--- config.mk ---
export PLATFORM = sky130hd
export DESIGN_NAME = inst_fetch_unit
export DESIGN_NICKNAME = d
export VERILOG_FILES = /design/src/rtl/inst_fetch_unit.sv
export SDC_FILE = /design/constraint.sdc
export NUM_CORES = 1
export LEC_CHECK = 0
export ABC_AREA = 1
export CAP_MARGIN = 10
export CORE_MARGIN = 2
export CORE_UTILIZATION = 51
export CTS_CLUSTER_SIZE = 20
export DETAILED_ROUTE_END_ITERATION = 7
export PLACE_DENSITY = 0.85
export SETUP_SLACK_MARGIN = 0.2
export SLEW_MARGIN = 20
export SYNTH_ARGS = -nofsm -noshare
export SYNTH_HDL_FRONTEND = slang
export SYNTH_SLANG_ARGS = --single-unit
export TNS_END_PERCENT = 30
--- constraint.sdc ---
create_clock -name clk -period 6.83 [get_ports clk]
set_clock_uncertainty 0.2 [all_clocks]
set_input_delay 1.0245 -clock clk [delete_from_list [all_inputs] [get_ports clk]]
set_output_delay 1.0245 -clock clk [all_outputs]
set_load 0.03 [all_outputs]
--- src/rtl/inst_fetch_unit.sv ---
// inst_fetch_unit: OpenMIPS IF stage, ROM fetch into a prefetch FIFO with valid/ready to ID.
// Optional perf counters are built when IF_PERF_EN is defined.
module inst_fetch_unit #(
  parameter int          FIFO_DEPTH = 4,
  parameter logic [31:0] RESET_PC   = 32'h0
) (
  input  logic        clk,
  input  logic        rst,
  input  logic        flush_i,
  input  logic [31:0] new_pc_i,
  input  logic        branch_flag_i,
  input  logic [31:0] branch_target_i,
  output logic        rom_ce_o,
  output logic [31:0] rom_addr_o,
  input  logic [31:0] rom_inst_i,
  output logic        if_valid_o,
  output logic [31:0] if_pc_o,
  output logic [31:0] if_inst_o,
  input  logic        id_ready_i,
  output logic [31:0] perf_fetch_o,
  output logic [31:0] perf_bubble_o,
  output logic [31:0] perf_redir_o
);
  localparam int AW = $clog2(FIFO_DEPTH);
  localparam int CW = AW + 1;
  logic [31:0]   pc_q;
  logic          ce_q;
  logic [31:0]   mem_pc   [FIFO_DEPTH];
  logic [31:0]   mem_inst [FIFO_DEPTH];
  logic [AW-1:0] rd_ptr, wr_ptr;
  logic [CW-1:0] count;
  logic          full, pop, keep, capture;
  logic [31:0]   pc_next;
  assign full       = count == CW'(FIFO_DEPTH);
  assign if_valid_o = count != '0;
  assign pop        = if_valid_o & id_ready_i;
  // a taken branch with a non-empty FIFO means the head is the delay slot
  assign keep       = branch_flag_i & ~flush_i & if_valid_o;
  assign capture    = ce_q & (~full | pop) & ~flush_i & ~keep;
  assign rom_ce_o   = ce_q;
  assign rom_addr_o = pc_q;
  assign if_pc_o    = if_valid_o ? mem_pc[rd_ptr] : 32'h0;
  assign if_inst_o  = if_valid_o ? mem_inst[rd_ptr] : 32'h0;
  always_comb
    pc_next = flush_i ? (new_pc_i & ~32'h3) :
              branch_flag_i ? (branch_target_i & ~32'h3) :
              capture ? pc_q + 32'd4 : pc_q;
  always_ff @(posedge clk or posedge rst)
    if (rst) begin
      pc_q   <= RESET_PC & ~32'h3;
      ce_q   <= 1'b0;
      rd_ptr <= '0;
      wr_ptr <= '0;
      count  <= '0;
    end else begin
      ce_q <= 1'b1;
      pc_q <= pc_next;
      if (flush_i) begin
        rd_ptr <= '0;
        wr_ptr <= '0;
        count  <= '0;
      end else if (keep) begin
        rd_ptr <= rd_ptr + AW'(pop);
        wr_ptr <= rd_ptr + AW'(1);
        count  <= pop ? CW'(0) : CW'(1);
      end else begin
        rd_ptr <= rd_ptr + AW'(pop);
        wr_ptr <= wr_ptr + AW'(capture);
        count  <= count + CW'(capture) - CW'(pop);
      end
    end
  always_ff @(posedge clk)
    if (capture) begin
      mem_pc[wr_ptr]   <= pc_q;
      mem_inst[wr_ptr] <= rom_inst_i;
    end
`ifdef IF_PERF_EN
  logic [31:0] fetch_q, bubble_q, redir_q;
  always_ff @(posedge clk or posedge rst)
    if (rst) begin
      fetch_q  <= '0;
      bubble_q <= '0;
      redir_q  <= '0;
    end else begin
      fetch_q  <= fetch_q + 32'(capture);
      bubble_q <= bubble_q + 32'(~if_valid_o);
      redir_q  <= redir_q + 32'(flush_i | branch_flag_i);
    end
  assign perf_fetch_o  = fetch_q;
  assign perf_bubble_o = bubble_q;
  assign perf_redir_o  = redir_q;
`else
  assign perf_fetch_o  = 32'h0;
  assign perf_bubble_o = 32'h0;
  assign perf_redir_o  = 32'h0;
`endif
endmodule

After elaboration in Yosys (flattened, before gate mapping)
Memory sizes are Yosys's and may differ from the RTL's. Cells that the tools add are included.

Memory bits (writable): 256. Logic and storage cells: 39. Memories: 2. Input port bits: 101. Flip-flop bits (word level): 40. Output and inout port bits: 194.

Memory list: mem_inst (words 4, width 32, rd ports 1, clocked after memory_dff 0, wr ports 1, RTL line 29) `logic [31:0] mem_inst [FIFO_DEPTH];`; mem_pc (words 4, width 32, rd ports 1, clocked after memory_dff 0, wr ports 1, RTL line 28) `logic [31:0] mem_pc [FIFO_DEPTH];`.

Add/sub/neg operators: 6. Reduce and logical (&&, ||, !) cells: 2. Muxes and demuxes: 13. Eq/ne operators: 1. Bitwise logic cells: 10.

Operators with widths (count): $mux W32 (5); $add A32 B3 Y32 const B (1); $and A1 B1 Y1 (6); $mux W2 (3); $mux W3 (2); $reduce_bool A3 Y1 (2); $add A2 B1 Y2 (2); $add A3 B1 Y3 (1); $eq A3 B3 Y1 const B (1); $mux W1 (3); $not A1 Y1 (3); $sub A3 B1 Y3 (1); $add A2 B1 Y2 const B (1); $or A1 B1 Y1 (1).

Depth between registers and ports, before layout
Gate-level depths: netlist of the first run.

Word-level depth: 10. Gate-level depth with buffers: 13. Mapped depth without buffers: 13.

Least setup slack after synthesis of the first run
Ideal clock, no wire load.

Path kind: in2reg. From: input port flush_i. To: memory mem_inst[0][0] (enable). Slack: 0.135 ns. Required time: 6.072 ns. Data arrival time: 5.936 ns. Library setup time: 0.558 ns. Stages: 7. Path buffers: 1. Path through: buf_2 inv_1 nand2_1 nor2_1 nor2_1 nand2_1 nor3_1.

Word-level cells in the longest chain between the ends: 7. Elaborated cells between the ends (all ways): 8. Classes of those cells: 2 x mux; 6 x bitwise.

Ends and longest elaborated chain: from (decl) (RTL line 9) `input logic flush_i,`; $not A1 Y1 * (RTL line 38, 39); $and A1 B1 Y1 (2 in series) (RTL line 38) `assign keep = branch_flag_i & ~flush_i & if_valid_o;`; $not A1 Y1 (RTL line 39) `assign capture = ce_q & (~full | pop) & ~flush_i & ~keep;`; $and A1 B1 Y1 * (RTL line 39); $mux W1 * (RTL line 73) `if (capture) begin`; $mux W1 (not written as such) * (RTL line 75) `mem_inst[wr_ptr] <= rom_inst_i;`; to (decl) (RTL line 29).

Mark *: on every way between the ends. The rest lies on a longest branch, timed or not.

Worst setup path after layout of the first run
From: register rd_ptr[0]. To: output port if_inst_o[18].

Word-level cells in the longest chain between the ends: 2.

Ends and longest elaborated chain: from (decl) (RTL line 30) `logic [AW-1:0] rd_ptr, wr_ptr;`; from (signal assigned) (RTL line 63) `rd_ptr <= rd_ptr + AW'(pop);`; from (signal assigned) (RTL line 67) `rd_ptr <= rd_ptr + AW'(pop);`; $mem_v2 Z4 W32; $mux W32 (RTL line 43) `assign if_inst_o = if_valid_o ? mem_inst[rd_ptr] : 32'h0;`; to (decl) (RTL line 18) `output logic [31:0] if_inst_o,`.

No other way between the ends.

==> key figures, run 1 <==
Run status
  • Status: finished, final reports clean

Place
  • Port Buffers: 190
  • Placed Cells: 1788
  • GP Congestion: 0.9201
  • DP Wirelength: 19.04 mm
  • DP Area: 15110 sq um

Logic synthesis
  • Post-Syn Area: 13300 sq um
  • Asr flop ratio synth: 0.1329
  • Yosys warning count: 0
  • Syn Inst Count: 1311
  • Synthesized area per cell: 10.14 sq um
  • Synth Flop Type: edfxtp_1
  • Top post-synthesis cells by area: edfxtp_1 (56%), nor2_1 (9.5%), dfrtp_1 (7.2%)
  • Top-count cell post-synth: nor2_1
  • Number of synthesized flops with an enable pin: 248
  • Yosys top cell by area: edfxtp_1
  • Sequential share of the synthesized area: 0.6317
  • Share of Yosys cell area claimed by the top area cell type: 0.5601
  • Yosys cell types: 35
  • Seq cells post-synth: 286
  • Post-synth top cells: nor2_1 (337), edfxtp_1 (248), nand2_1 (152)

Route
  • Starting DRT DRC Count: 704
  • Post-route ant nets: 0
  • Vias: 9657
  • Drt total wl: 30.53 mm
  • Drt wl/cell: 16.58 microns
  • Residual DRC: 0
  • Drt pass-1 iters: 5
  • Routed vias/inst: 5.246

STA
  • Unrepaired setup endpoints after global routing: no
  • Pins Over Slew Limit: 0
  • Post-layout min period: 4900 ps
  • Fin Hold WS: 416.4 ps
  • Slew @ Worst Pin: 948.3 ps
  • Final hold viol count: 0
  • Setup TNS: 0 ps
  • Max frequency: 204.1 MHz
  • Final period util: 0.7175
  • Final setup vio count: 0
  • Relative slew slack: 0.3671

Layout
  • Final instance area: 16070 sq um
  • Final non-filler cell total: 1841
  • Layout cells sized above 1: 0.06441
  • # fillers: 2006
  • ANT cells: 0
  • Area Overhead vs Synth: 20.89%
  • Nets: 1591

Critical path
  • Setup CP Type: flop to output port
  • CP max FO: 73
  • CP endpoint kind: output port
  • CP Launch Type: flop
  • Crit path required time: 5610 ps
  • Worst EP arrival: 3680 ps

Power
  • Cell area power density: 368.1 nW/um^2
  • Maximum vdd drop: 0.2792 mV
  • Leak: 5.996 nW

Global route
  • Total GRT Usage: 0.2179
  • Initial antenna violation count: 0
  • First-pass GRT wire length: 46.37 mm
  • Total gr overflow: 0
  • Vias in the first global route: 9193
  • Largest net degree at the start of global routing: 78

Floorplanning
  • I/O Pins: 295
  • Die width: 165.5 microns
  • Die ar.: 27380 sq um
  • Die H: 165.5 microns
  • Initial core utilization: 0.5146
  • Row count: 59
  • Floorplan Core Area: 25840 sq um

Clocking
  • Number of setup buffers added after CTS: 0
  • CTS H-tree lvls: 1
  • Post-cts sizing count: 0
  • CTS clk-pin slew, worst paths: 60 ps
  • CTS tree: built
  • Buffer depth of the longest clock path: 3
  • Cts hold-fix bufs: 0
  • Skew-Pair Late Insertion Delay: 530 ps
  • Cts bufs inserted: 28
  • Root Buffer: clkbuf_16
  • Clk sinks: 286

Job
  • Max Cap Viol: 0

Hold path
  • Worst hold path type: flop to flop
-- metal layers --
layer  share of wire  track usage  routed length (microns)  vias to the layer above
li1                -            -                        -                     4591
met1            0.39       0.2660                    12040                     4558
met2            0.50       0.3900                    15360                      444
met3           0.076      0.03521                     2328                       64
met4           0.026      0.08033                      803                        0
met5               0            0                        0                        -
-- worst max-delay path, cell delays in order, from the launching register on --
cell	delay (ps)
dfrtp_4	700
clkinv_2	540
buf_4	630
o21ai_0	210
a21oi_1	260
clkdlybuf4s50_1	710
-- cells in the final DEF, fill, tap and decap left out, drive strengths merged --
cell type,count
xor2,8
conb,101
clkdlybuf4s50,190
nand4,2
a22oi,1
clkbuf,35
bufinv,3
o211ai,5
nand2,160
inv,34
edfxtp,248
fa,1
nor2,351
nor3,6
o21ai,134
a41oi,3
ha,5
nand3,56
a21oi,82
o22ai,1
nor4,1
buf,18
clkinv,14
dfrtp,38
xnor2,5
or2,2
a31oi,1
o21bai,1
-- report_power, final --
part	switching (W)	internal [W]	leakage [nW]
Sequential	0.000160	0.00209	2.72
Clock	0.000619	0.000909	0.462
Combinational	0.00140	0.000738	2.82
-- flip-flops by register name (all words and copies together) (netlist names) --
| signal | cells |
|---|---|
| count | 3 |
| wr_ptr | 2 |
| rom_addr_o | 30 |
| mem_inst | 128 |
| mem_pc | 120 |
| rom_ce_o | 1 |
| rd_ptr | 2 |
-- path summary, 6_finish.rpt --
| check | cells after the start | slack (ps) | start | end |
|---|---|---|---|---|
| worst max-delay path | 5 | 1930 | rd_ptr[0] | if_inst_o[18] |
| min in group asynchronous | 3 | 720 | rst | rom_addr_o[3] |
| worst min-delay path | 3 | 420 | count[0] | count[0] |
| max in group asynchronous | 3 | 5320 | rst | rd_ptr[0] |
| worst min register to register | 3 | 420 | count[0] | count[0] |
| worst max register to register | 15 | 3010 | count[1] | count[2] |
-- through the flow --
step	total power (W)	worst slack, ps	utilization
3_5_place_dp	0.004403	2442	0.5850
2_1_floorplan	0.003627	135.3	-
5_1_grt	0.006183	1650	0.6221
4_1_cts	0.005924	1868	0.6210
6_report	0.005916	1930	0.6221
3_3_place_gp	0.004352	2444	0.5850
-- cells by family (layout without fill, tap and decap cells) --
family | count (synthesis) | count (layout) | synth area share
buffers and inverters | 198 | 294 | 0.08743
flip-flops | 286 | 286 | 0.6317
other | 2 | 101 | 0.0005649
AO/OA/AOI/OAI | 228 | 228 | 0.08846
AND/OR/NAND/NOR | 578 | 578 | 0.1771
adder cells (fa/ha/maj) | 6 | 6 | 0.006211
XOR/XNOR | 13 | 13 | 0.008564
-- cell type report --
class	instances	area [sq um]	share of cell area
multi-input combinational	926	4134	0.2572
timing repair buffer	208	2057	0.1280
inverter	34	128.9	0.008018
sequential	286	8403	0.5228
clock inverter	17	162.7	0.01012
clock buffer	35	768.2	0.04780
tap	335	419.2	0.02608
Note: power is estimated with default switching activity, not from simulation.
==> run 2: changes to the inputs <==
- CORE_UTILIZATION: 51 -> 46
- PLACE_DENSITY: 0.85 -> 0.81
- clock period: 6.83 -> 4 ns (I/O delays scaled with it)
==> run 2 against run 1 <==
  * Final area increased by 0.31%
  * Global-route usage fell by 1.9 points
  * Via count barely moved
  * Non-clock buffer count is 5 higher
  * Largest power group unchanged
==> key figures, run 2 (synthesis gave the netlist of run 1 again) <==
Route
  • Post-route ant nets: 0 (unchanged)
  • Vias: 9653 (-0.041%)
  • Drt wl/cell: 16.37 microns (-1.3%)
  • Drt pass-1 iters: 5 (unchanged)
  • Residual DRC: 0 (unchanged)
  • Drt total wl: 30.92 mm (+1.3%)
  • Starting DRT DRC Count: 586 (-17%)
  • Routed vias/inst: 5.113 (-2.5%)

Layout
  • # fillers: 2344 (+17%)
  • Biggest register: mem_inst
  • Final instance area: 16120 sq um (+0.31%)
  • Final non-filler cell total: 1888 (+2.6%)
  • ANT cells: 0 (unchanged)
  • Commonest non-fill, non-tap cell in the layout: nor2_1
  • Nets: 1595 (+0.25%)
  • Multi-input gate area: 4159 sq um (+0.61%)
  • Area Overhead vs Synth: 21.27%
  • Commonest cells after routing, fill and taps aside: nor2_1 (336), edfxtp_1 (248), clkdlybuf4s50_1 (190)
  • Layout cells sized above 1: 0.06250 (-0.001909)
  • Max reg flops: 128 (unchanged)
  • Seq. cell area: 8403 sq um (unchanged)
  • Final Core Density: 0.5648 (-0.05730)

Critical path
  • CP max FO: 57 (-22%)
  • Worst r2r src: count[1]
  • Crit path required time: 3200 ps (-2410 ps)
  • Worst EP arrival: 2840 ps (-840 ps)
  • Setup CP Type: flop to output port
  • Setup slack, reg-to-reg: 1140 ps (-1870 ps)
  • CP Launch Type: flop
  • Launch point of the critical path: rd_ptr[0]
  • CP endpoint kind: output port

Place
  • Port Buffers: 190 (unchanged)
  • Placed Cells: 1843 (+3.1%)
  • DP Area: 15320 sq um (+1.4%)
  • DP Wirelength: 19.29 mm (+1.3%)
  • GP Congestion: 0.8852 (-3.8%)

Floorplanning
  • Initial core utilization: 0.4657 (-0.04885)
  • I/O Pins: 295 (unchanged)
  • Die H: 174.0 microns (+5.2%)
  • Floorplan Core Area: 28550 sq um (+10%)
  • Row count: 62 (+5.1%)
  • Die width: 174.0 microns (+5.2%)
  • Die ar.: 30280 sq um (+11%)

Power
  • Maximum vdd drop: 0.4625 mV (+66%)
  • Cell area power density: 615.9 nW/um^2 (+67%)
  • Sw power: 0.003703 W (+70%)
  • Switching power share of the total: 0.3728 (+0.005047)
  • Comb pwr share: 0.380 (+0.019)
  • Int Power: 0.006228 W (+67%)
  • Leak: 5.980 nW (-0.26%)
  • Flop pwr share: 0.381 (about the same)
  • Clock power frac: 0.239 (-0.019)

Global route
  • First-pass GRT wire length: 47.85 mm (+3.2%)
  • Initial antenna violation count: 0 (unchanged)
  • Total GRT Usage: 0.1991 (-0.01881)
  • Vias in the first global route: 9356 (+1.8%)
  • Largest net degree at the start of global routing: 71 (-9.0%)
  • Total gr overflow: 0 (unchanged)

Clocking
  • Root Buffer: clkbuf_16
  • CTS tree: built
  • Buffer depth of the longest clock path: 3 (unchanged)
  • Skew-Pair Late Insertion Delay: 530 ps (about the same)
  • Clk sinks: 286 (unchanged)
  • CTS H-tree lvls: 1 (unchanged)
  • Cts bufs inserted: 27 (-3.6%)
  • CTS clk-pin slew, worst paths: 70 ps (about the same)
  • Number of setup buffers added after CTS: 0 (unchanged)
  • Post-cts sizing count: 0 (unchanged)
  • Cts hold-fix bufs: 0 (unchanged)

STA
  • Final period util: 0.9099
  • Unrepaired setup endpoints after global routing: no
  • Final setup vio count: 0 (unchanged)
  • Pins Over Slew Limit: 0 (unchanged)
  • Relative slew slack: 0.5840 (+0.2169)
  • Fin Hold WS: 305.2 ps (-111.2 ps)
  • Max frequency: 274.8 MHz
  • Slew @ Worst Pin: 624.0 ps (-324.3 ps)
  • Post-layout min period: 3640 ps
  • Final hold viol count: 0 (unchanged)
  • Setup TNS: 0 ps (unchanged)

Run status
  • Status: finished, final reports clean

Hold path
  • Worst hold path type: input pin to asynchronous set/reset pin

Job
  • Max Cap Viol: 0 (unchanged)
run 2: worst paths after layout:
| kind | to | depth (start not counted) |
|---|---|---|
| hold reg to reg | count[0] | 3 |
| setup / recovery | if_pc_o[16] | 6 |
| min in group clk | count[0] | 3 |
| setup reg to reg | count[2] | 14 |
| max in group asynchronous | rd_ptr[0] | 3 |
| hold / removal | rom_addr_o[7] | 3 |
run 2: routing by layer:
layer / vias to the layer above / wire, microns / global-route usage
li1: 4589 / - / -
met1: 4557 / 12400 / 0.2400
met2: 432 / 15160 / 0.3506
met3: 75 / 2479 / 0.04221
met4: 0 / 881 / 0.07633
met5: - / 0 / 0
run 2: area by class of cell:
cell class / instances / share of cell area
multi-input combinational: 926 / 0.2580
timing repair buffer: 213 / 0.1333
clock buffer: 34 / 0.04354
sequential: 286 / 0.5212
clock inverter: 11 / 0.006208
inverter: 34 / 0.007993
tap: 384 / 0.02980
run 2: worst max-delay path, cell delays in order, from the launching register on:
cell	delay, ps
dfrtp_4	440
buf_4	510
nor2_1	120
nor2_1	110
o21ai_0	90
a21oi_1	280
clkdlybuf4s50_1	740
run 2: power by group through the flow:
stage	registers [W]	clock network, W	logic, W
2_1_floorplan	0.00386	0	0.00233
3_3_place_gp	0.00383	0	0.00370
3_5_place_dp	0.00384	0	0.00379
4_1_cts	0.00378	0.00241	0.00380
5_1_grt	0.00381	0.00253	0.00407
6_report	0.00378	0.00237	0.00378
run 2: stage by stage:
step / setup slack (ps) / power (W)
after floorplan: -412.0 / 0.006185
after detailed placement: 674.4 / 0.007630
after CTS: 347.6 / 0.009997
after global placement: 724.8 / 0.007532
after global routing: 205.3 / 0.01041
final: 360.4 / 0.009931
==> run 3: changes to the inputs <==
- CORE_ASPECT_RATIO: unset -> 0.6
==> run 3 against run 2 <==
  * Largest cell class unchanged
  * Worst hold slack better by 9.9 ps
  * Global-route usage is 1.5 points higher
  * Worst setup slack better by 26 ps
  * Clock power hardly changed
  * Power is 1.4% higher
  * Non-clock buffer count is 2 lower
  * Flip-flop and latch count stayed put
  * Maximum frequency is 0.72% higher
  * Routed wire length is 5.3% higher
==> key figures, run 3 (synthesis gave the netlist of run 1 again) <==
Layout
  • Commonest cells after routing, fill and taps aside: nor2_1 (336), edfxtp_1 (248), clkdlybuf4s50_1 (180)
  • Final Core Density: 0.5661 (+0.001354)
  • Max reg flops: 128 (unchanged)
  • Commonest non-fill, non-tap cell in the layout: nor2_1
  • Area Overhead vs Synth: 21.73%
  • Nets: 1593 (-0.13%)
  • # fillers: 2357 (+0.55%)
  • Layout cells sized above 1: 0.06768 (+0.005184)
  • Seq. cell area: 8406 sq um (about the same)
  • Biggest register: mem_inst
  • ANT cells: 0 (unchanged)
  • Multi-input gate area: 4159 sq um (unchanged)

Critical path
  • CP endpoint kind: output port
  • CP delay by family, top: buffers and inverters
  • Setup slack, reg-to-reg: 1040 ps (-100 ps)
  • Cells on worst reg2reg path: 13 (-1)
  • CP Launch Type: flop
  • Worst reg2reg endpoint: count[2]
  • Worst r2r src: count[1]
  • Crit path required time: 3200 ps (about the same)
  • CP max FO: 39 (-32%)
  • Launch point of the critical path: rd_ptr[1]
  • Setup CP Type: flop to output port
  • Delay of the slowest critical-path stage: 710 ps (-30 ps)
  • Cells along the critical path: inv_2 -> buf_12 -> nor2_1 -> o21ai_0 -> a21oi_1 -> clkdlybuf4s50_1
  • Slowest CP cell: clkdlybuf4s50_1
  • Worst path bufs/invs: 3 (+1)
  • Worst EP arrival: 2810 ps (-30 ps)

Global route
  • First-pass GRT wire length: 50.25 mm (+5.0%)
  • Initial antenna violation count: 0 (unchanged)
  • Total gr overflow: 0 (unchanged)
  • Total GRT Usage: 0.2145 (+0.01539)
  • Vias in the first global route: 9125 (-2.5%)
  • Largest net degree at the start of global routing: 79 (+11%)

Route
  • Met1 WL: 14.19 mm (+14%)
  • Met3 WL post-DR: 2.699 mm (+8.9%)
  • DR top layer: met4
  • Routed vias/inst: 5.100 (-0.24%)
  • Starting DRT DRC Count: 809 (+38%)
  • Met2 WL: 15.16 mm (about the same)
  • Post-route ant nets: 0 (unchanged)
  • Drt pass-1 iters: 5 (unchanged)
  • Drt wl/cell: 17.30 microns (+5.7%)
  • Vias: 9599 (-0.56%)
  • Drt total wl: 32.57 mm (+5.3%)
  • Residual DRC: 0 (unchanged)

Place
  • Port Buffers: 190 (unchanged)
  • DP Wirelength: 20.89 mm (+8.3%)
  • GP Congestion: 0.8957 (+1.2%)

Clocking
  • Skew-Pair Late Insertion Delay: 540 ps (about the same)
  • Buffer depth of the longest clock path: 3 (unchanged)
  • Root Buffer: clkbuf_16
  • Post-cts sizing count: 0 (unchanged)
  • CTS clk-pin slew, worst paths: 70 ps (about the same)
  • Number of setup buffers added after CTS: 0 (unchanged)
  • Cts hold-fix bufs: 0 (unchanged)
  • CTS H-tree lvls: 1 (unchanged)
  • Clk sinks: 286 (unchanged)
  • Cts bufs inserted: 27 (unchanged)
  • CTS tree: built

STA
  • Post-layout min period: 3614 ps (-26.07 ps)
  • Unrepaired setup endpoints after global routing: no
  • Fin Hold WS: 315.1 ps (+9.933 ps)
  • Final hold viol count: 0 (unchanged)
  • Pins Over Slew Limit: 0 (unchanged)
  • Final period util: 0.9034 (-0.006516)
  • Slew @ Worst Pin: 787.4 ps (+163.5 ps)
  • Max frequency: 276.7 MHz (+0.72%)
  • Setup TNS: 0 ps (unchanged)
  • Relative slew slack: 0.4745 (-0.1096)
  • Final setup vio count: 0 (unchanged)

Floorplanning
  • Die H: 135.7 microns (-22%)
  • I/O Pins: 295 (unchanged)
  • Die width: 223.5 microns (+28%)
  • Floorplan Core Area: 28590 sq um (+0.14%)
  • Row count: 48 (-23%)
  • Die ar.: 30320 sq um (+0.15%)
  • Initial core utilization: 0.4651 (-0.0006523)

Power
  • Leak: 6.025 nW (+0.76%)
  • Cell area power density: 622.5 nW/um^2 (+1.1%)
  • Maximum vdd drop: 0.4095 mV (-11%)

Run status
  • Status: finished, final reports clean

Job
  • Max Cap Viol: 0 (unchanged)

Hold path
  • Worst hold path type: input pin to asynchronous set/reset pin
==> run 3: changes by cell type in the layout (fill, tap and decap cells not counted), sizes merged <==
cell,change
buf,+7
bufinv,-1
clkbuf,+1
clkdlybuf4s50,-10
clkinv,+2
clkinvlp,+1
dlymetal6s2s,+1
inv,+2
==> run 3: metrics by stage <==
step	std cells	power, W	cell area (sq um)	setup slack [ps]
2_1_floorplan	1410	0.006185	13690	-412.0
3_3_place_gp	1832	0.007697	15370	581.7
3_5_place_dp	1832	0.007777	15370	517.9
4_1_cts	1882	0.01015	16180	252.4
5_1_grt	1882	0.01059	16180	249.4
6_report	1882	0.01007	16180	386.4
==> run 3: worst reg2reg max path, cell delays in order, from the launching register on <==
cell and delay [ps]:
dfrtp_1 430, nor2_1 160, inv_1 90, nor2_4 120, nor2_1 80, nor2_1 210
nand2_1 320, ha_1 380, inv_1 70, ha_1 150, inv_1 50, fa_1 370
xor2_1 170, nor2_1 120
==> run 3: metal layers <==
layer / global-route usage / vias up
met5: 0 / -
met4: 0.04185 / 0
met3: 0.04272 / 44
met2: 0.3487 / 344
met1: 0.3030 / 4614
li1: - / 4597
==> run 3: power by group <==
part / switching, W / leakage (nW) / internal, W
logic: 0.00250 / 2.92 / 0.00139
clock network: 0.00106 / 0.392 / 0.00131
registers: 0.000238 / 2.72 / 0.00357
total: 0.00380 / 6.03 / 0.00627
==> run 3: worst max-delay path by stage <==
stage | endpoint | cells after the start
2_1_floorplan | mem_inst[0][0] | 7
3_3_place_gp | count[2] | 13
3_5_place_dp | count[2] | 13
4_1_cts | if_inst_o[2] | 6
5_1_grt | if_pc_o[8] | 6
6_report | if_inst_o[8] | 6
==> run 3: layout make-up <==
cell class	instances	area share
clock inverter	15	0.006339
sequential	286	0.5194
tap	375	0.02899
multi-input combinational	926	0.2570
clock buffer	35	0.04360
inverter	34	0.007886
timing repair buffer	211	0.1368
